File: src/rtl/imem_loader.sv
// imem_loader: streams 32-bit instruction words into instruction memory,
// optionally reads them back to compare checksums, then enables the CPU.
module imem_loader #(
    parameter int MAX_WORDS = 512,
    parameter int RD_LAT    = 1,
    parameter int CNT_W     = 16
) (
    input  logic             clk,
    input  logic             srst,
    input  logic             start,
    input  logic             stop,
    input  logic             verify_en,
    input  logic [63:0]      base_addr,
    input  logic             s_valid,
    output logic             s_ready,
    input  logic [31:0]      s_data,
    input  logic             s_last,
    output logic [63:0]      addr_ext,
    output logic             wen_ext,
    output logic             ren_ext,
    output logic [31:0]      wdata_ext,
    input  logic [31:0]      rdata_ext,
    output logic             cpu_enable,
    output logic             busy,
    output logic             done,
    output logic             error,
    output logic [CNT_W-1:0] word_count,
    output logic [31:0]      checksum
);

    typedef enum logic [2:0] {IDLE, LOAD, VERIFY, DRAIN, RUN, ERR} state_t;

    state_t            state, state_nxt;
    logic [63:0]       base_q;
    logic              verify_q;
    logic [CNT_W-1:0]  rd_idx;
    logic [31:0]       rb_sum;
    logic [RD_LAT-1:0] vld_pipe;
    logic              start_ok, accept, ovf, issue, drain_fail;
    logic [63:0]       wr_off, rd_off;

    assign wr_off  = 64'(word_count) << 2;
    assign rd_off  = 64'(rd_idx) << 2;
    assign s_ready = (state == LOAD);
    assign busy    = (state == LOAD) || (state == VERIFY) || (state == DRAIN);

    // State register
    always_ff @(posedge clk) begin
        if (srst) state <= IDLE;
        else      state <= state_nxt;
    end

    // Next-state decode and per-cycle action strobes
    always_comb begin
        state_nxt  = state;
        start_ok   = 1'b0;
        accept     = 1'b0;
        ovf        = 1'b0;
        issue      = 1'b0;
        drain_fail = 1'b0;
        case (state)
            IDLE, ERR: begin
                if (start) begin
                    start_ok  = 1'b1;
                    state_nxt = LOAD;
                end
            end
            LOAD: begin
                if (s_valid) begin
                    accept = 1'b1;
                    // A word beyond capacity is swallowed, not written
                    if (word_count == CNT_W'(MAX_WORDS)) begin
                        ovf       = 1'b1;
                        state_nxt = ERR;
                    end else if (s_last) begin
                        state_nxt = verify_q ? VERIFY : RUN;
                    end
                end
            end
            VERIFY: begin
                issue = 1'b1;
                if (rd_idx == word_count - CNT_W'(1)) state_nxt = DRAIN;
            end
            DRAIN: begin
                // Last read still on the bus or in the return pipe: keep waiting
                if (!ren_ext && (vld_pipe == '0)) begin
                    if (rb_sum == checksum) begin
                        state_nxt = RUN;
                    end else begin
                        drain_fail = 1'b1;
                        state_nxt  = ERR;
                    end
                end
            end
            RUN: begin
                if (stop) state_nxt = IDLE;
            end
            default: state_nxt = IDLE;
        endcase
    end

    // Datapath: registered memory port, counters, sums and status flags
    always_ff @(posedge clk) begin
        if (srst) begin
            base_q     <= '0;
            verify_q   <= 1'b0;
            addr_ext   <= '0;
            wen_ext    <= 1'b0;
            ren_ext    <= 1'b0;
            wdata_ext  <= '0;
            cpu_enable <= 1'b0;
            done       <= 1'b0;
            error      <= 1'b0;
            word_count <= '0;
            checksum   <= '0;
            rd_idx     <= '0;
            rb_sum     <= '0;
            vld_pipe   <= '0;
        end else begin
            wen_ext    <= 1'b0;
            ren_ext    <= 1'b0;
            cpu_enable <= (state_nxt == RUN);
            done       <= (state_nxt == RUN) && (state != RUN);

            vld_pipe[0] <= ren_ext;
            for (int k = 1; k < RD_LAT; k++) vld_pipe[k] <= vld_pipe[k-1];

            if (start_ok) begin
                base_q     <= base_addr;
                verify_q   <= verify_en;
                addr_ext   <= base_addr;
                word_count <= '0;
                checksum   <= '0;
                error      <= 1'b0;
                rd_idx     <= '0;
                rb_sum     <= '0;
            end

            if (accept && !ovf) begin
                wen_ext    <= 1'b1;
                addr_ext   <= base_q + wr_off;
                wdata_ext  <= s_data;
                word_count <= word_count + CNT_W'(1);
                checksum   <= checksum + s_data;
            end

            if (issue) begin
                ren_ext  <= 1'b1;
                addr_ext <= base_q + rd_off;
                rd_idx   <= rd_idx + CNT_W'(1);
            end

            // Oldest tag marks the cycle its read data is on rdata_ext
            if (vld_pipe[RD_LAT-1]) rb_sum <= rb_sum + rdata_ext;

            if (ovf || drain_fail) error <= 1'b1;
        end
    end

endmodule
File: config.mk
export PLATFORM = sky130hd
export DESIGN_NAME = imem_loader
export DESIGN_NICKNAME = d
export VERILOG_FILES = /design/src/rtl/imem_loader.sv
export SDC_FILE = /design/constraint.sdc
export NUM_CORES = 1
export LEC_CHECK = 0
export ABC_AREA = 1
export CAP_MARGIN = 15
export CORE_ASPECT_RATIO = 1.5
export CORE_UTILIZATION = 55
export DETAILED_ROUTE_END_ITERATION = 8
export PLACE_DENSITY = 0.77
export SLEW_MARGIN = 15
export SYNTH_ARGS = -nofsm -noshare
export SYNTH_HDL_FRONTEND = slang
export SYNTH_SLANG_ARGS = --single-unit
File: constraint.sdc
create_clock -name clk -period 3.3 [get_ports clk]
set_input_delay 0.825 -clock clk [delete_from_list [all_inputs] [get_ports clk]]
set_output_delay 0.825 -clock clk [all_outputs]
set_load 0.005 [all_outputs]
==> out/results.ini <==
[outcome]
status=finished clean

[setup_path]
worstPathArrival_ns=3.53
rr_worst_depth=17
critPathBufInv=2
r2r-start=base_q[2]
r2r-end=addr_ext[34]
crit_path_top_delay_cell=fa_1
critPathMaxFanout=10
start_kind=flip-flop
crit_chain=ha_1 > inv_1 > fa_1 > inv_1 > nand3_1 > nand3_1 > nand2_1 > nand2_1 > nand2_1 > nand2_1 > nand2_1 > nand2_1 > nand3_1 > nand2_1 > nand2_1 > nor2_1 > nor2_1
critical_path_class=reg2reg
cp_slowest_stage_delay_ns=0.42
r2r_setup_slack_ns=0.25
cpMostUsedCell=nand2_1
cp_top_family=simple AND/OR/NAND/NOR gates
critPathCaptureType=flip-flop
critical_path_required_ns=3.78

[finish]
stdcell_count=4249
final_core_util=0.6756
nFillCells=3451
fin_nets=3974
drive_above_1_share=0.04923
postLayoutCellArea_mm2=0.02537
syn_to_final_growth_pct=21.30
multi_input_area_mm2=0.01351
seqCellArea_mm2=0.005325

[synth]
synth_edf_count=0
yosys.area.top_type=dfxtp_1
synth-warning-count=0
netlist_instances=3484
syn-num-nets=3720
yosys-top-cells-area=dfxtp_1 (25%), nand2_1 (16%), a21oi_1 (8.3%)
syn_area_per_cell_um2=6.004
mappedNetlistArea_mm2=0.02092
async_reset_ff_frac=0
ys_seq_area_frac=0.2546
synth-seq-cells=266
synth_cell_types=57
synth_ff_type=dfxtp_1
synth_top_area_share=0.2546

[timing]
finalSetupViolCount=0
skew_ns=0.01367
tightest_slew_ns=0.8644
max_freq_mhz=327.6
hold_viol=0
slew_headroom=0.4193
rsz0062_at_grt=false
whs_ns=0.4538
setup_tns_ns=0
fin_crit_ns=3.053
period_share=0.9251
slew_viol_final=0

[cts]
cts_hold_buf=0
clock_latency_ns=0.59
clockRootBuffer=clkbuf_16
cts_max_level=1
cts_made_buffers=29
clkTransAtPathRegs_ns=0.06
postCtsResizedCells=0
cts_buffer_depth=3
cts_num_sinks=266
cts_tree=done
postCtsSetupRepairBufs=0

[grt]
gr-total-overflow=0
grt_max_degree=64
grtUsageTotal=0.4441
antenna_found_initial=2
grt_pass1_wl_um=132800
grt_pass1_vias=24434

[run]
maxCapViolCount=0

[die]
die_w_um=161.2
rows=87
fp.coreArea_mm2=0.03755
die_area_mm2=0.03883
io_pins=286
initial_utilization=0.5570
die_y_um=240.8

[drt]
vias_per_cell=6.029
drc=0
avgRoutedWirePerCell_um=20.83
initialDrtViolationCount=2336
num_vias=25618
firstDrtPassIters=8
routed_wirelength_um=88500
antenna_violating_nets_post_route=0

[worst_hold_path]
worstHoldPathType=reg2reg
whs_path_depth=2
hold_end=vld_pipe
holdCritStartpoint=ren_ext

[pwr]
power_leakage_uw=0.01154
power_density_mw_per_mm2=383.2
max-vdd-ir-drop_v=0.0004843

[placement]
gp_congestion=1.142
portBuffers=285
dp_hpwl_um=68540
dp_cells=4196
dpl-instance-area_mm2=0.02433

## kinds of logic after synthesis
kind of cell | after synthesis | synth area share
AOI/OAI and AO/OA | 712 | 0.1810
and+or+nand+nor | 1813 | 0.3727
DFF | 266 | 0.2546
xor gates and xnor gates | 71 | 0.03039
adders and majority gates | 101 | 0.06185
buffers and inverters | 521 | 0.09948
## cells in the mapped netlist (13+ instances only)
| master | n |
|---|---|
| a31oi_1 | 14 |
| inv_1 | 380 |
| nand3b_1 | 13 |
| a21oi_1 | 346 |
| nand2_1 | 908 |
| xnor2_1 | 27 |
| o21bai_1 | 14 |
| clkbuf_1 | 63 |
| inv_2 | 20 |
| buf_2 | 33 |
| nand3_1 | 333 |
| dfxtp_1 | 266 |
| nor3_1 | 47 |
| nor2_2 | 13 |
| nand4_1 | 60 |
| ha_1 | 97 |
| nor2_1 | 385 |
| o21ai_0 | 275 |
| xor2_1 | 43 |
## per-layer routing
layer,up-vias,global-route usage,share of wire
li1,11975,-,-
met1,11508,0.4536,0.33
met2,1618,0.7616,0.47
met3,515,0.07819,0.087
met4,2,0.4325,0.11
met5,-,0,0.00015
## state kept, by name, indices dropped and copies added (netlist names)
register,flops
addr_ext,64
base_q,64
checksum,32
rb_sum,32
wdata_ext,32
rd_idx,16
word_count,16
state,3
cpu_enable,1
done,1
error,1
ren_ext,1
verify_q,1
vld_pipe,1
wen_ext,1
## where the power goes
group	leakage, uW	switching (uW)	total, uW	internal [uW]
sequential	0.00218	291	3760	3470
combinational	0.00886	1330	2280	952
clock	0.000506	1490	3680	2190
## worst register-to-register path: cells and delay by family (launching register included)
| family | cells | cell delay, ns |
|---|---|---|
| simple gates | 13 | 1.61 |
| fa+ha+maj | 2 | 0.68 |
| flops | 1 | 0.36 |
| buf+inv | 2 | 0.30 |
## area by class of cell
cell class                      instances  area share
Timing Repair Buffer                  343      0.1329
Tap cell                              489     0.02411
Antenna cell                            2   0.0001973
Multi-Input combinational cell       2697      0.5326
Inverter                              401     0.05962
Clock buffer                           34     0.03013
Clock inverter                         17     0.01060
Sequential cell                       266      0.2099
## stage by stage
stage          worst slack (ns)  power, uW
2_1_floorplan            0.9205       4975
3_3_place_gp             0.1924       5970
3_5_place_dp             0.1192       6026
4_1_cts                  0.3496       9646
5_1_grt                 0.08007      10040
6_report                 0.2471       9722
## worst max path at each step
stage	from	endpoint	slack, ns	cells after the start
finish	base_q[2]	addr_ext[34]	0.25	17
global route	base_q[2]	addr_ext[34]	0.08	17
CTS	word_count[0]	addr_ext[19]	0.35	13
detailed placement	s_data[0]	checksum[30]	0.12	14
global placement	s_data[0]	checksum[30]	0.19	14
floorplan	rdata_ext[2]	rb_sum[29]	0.92	10
## layout by cell type, fill, tap and decap left out, types with 8 or more instances in the layout
| cell type | instances |
|---|---|
| xnor2_1 | 27 |
| clkdlybuf4s50_1 | 284 |
| buf_4 | 51 |
| o21bai_1 | 14 |
| nor2_1 | 384 |
| a21o_1 | 8 |
| nand2_1 | 908 |
| dfxtp_1 | 266 |
| a21oi_1 | 346 |
| ha_1 | 97 |
| inv_1 | 379 |
| o21ai_0 | 275 |
| nor2_4 | 8 |
| o21ai_1 | 11 |
| xor2_1 | 43 |
| clkbuf_16 | 29 |
| inv_2 | 19 |
| o21a_1 | 8 |
| nand4_1 | 60 |
| nor3_1 | 47 |
| nand3_1 | 333 |
| a31oi_1 | 14 |
| o211ai_1 | 11 |
| nor2_2 | 14 |
| nand3b_1 | 13 |
Power figures use the tool's default switching activity.
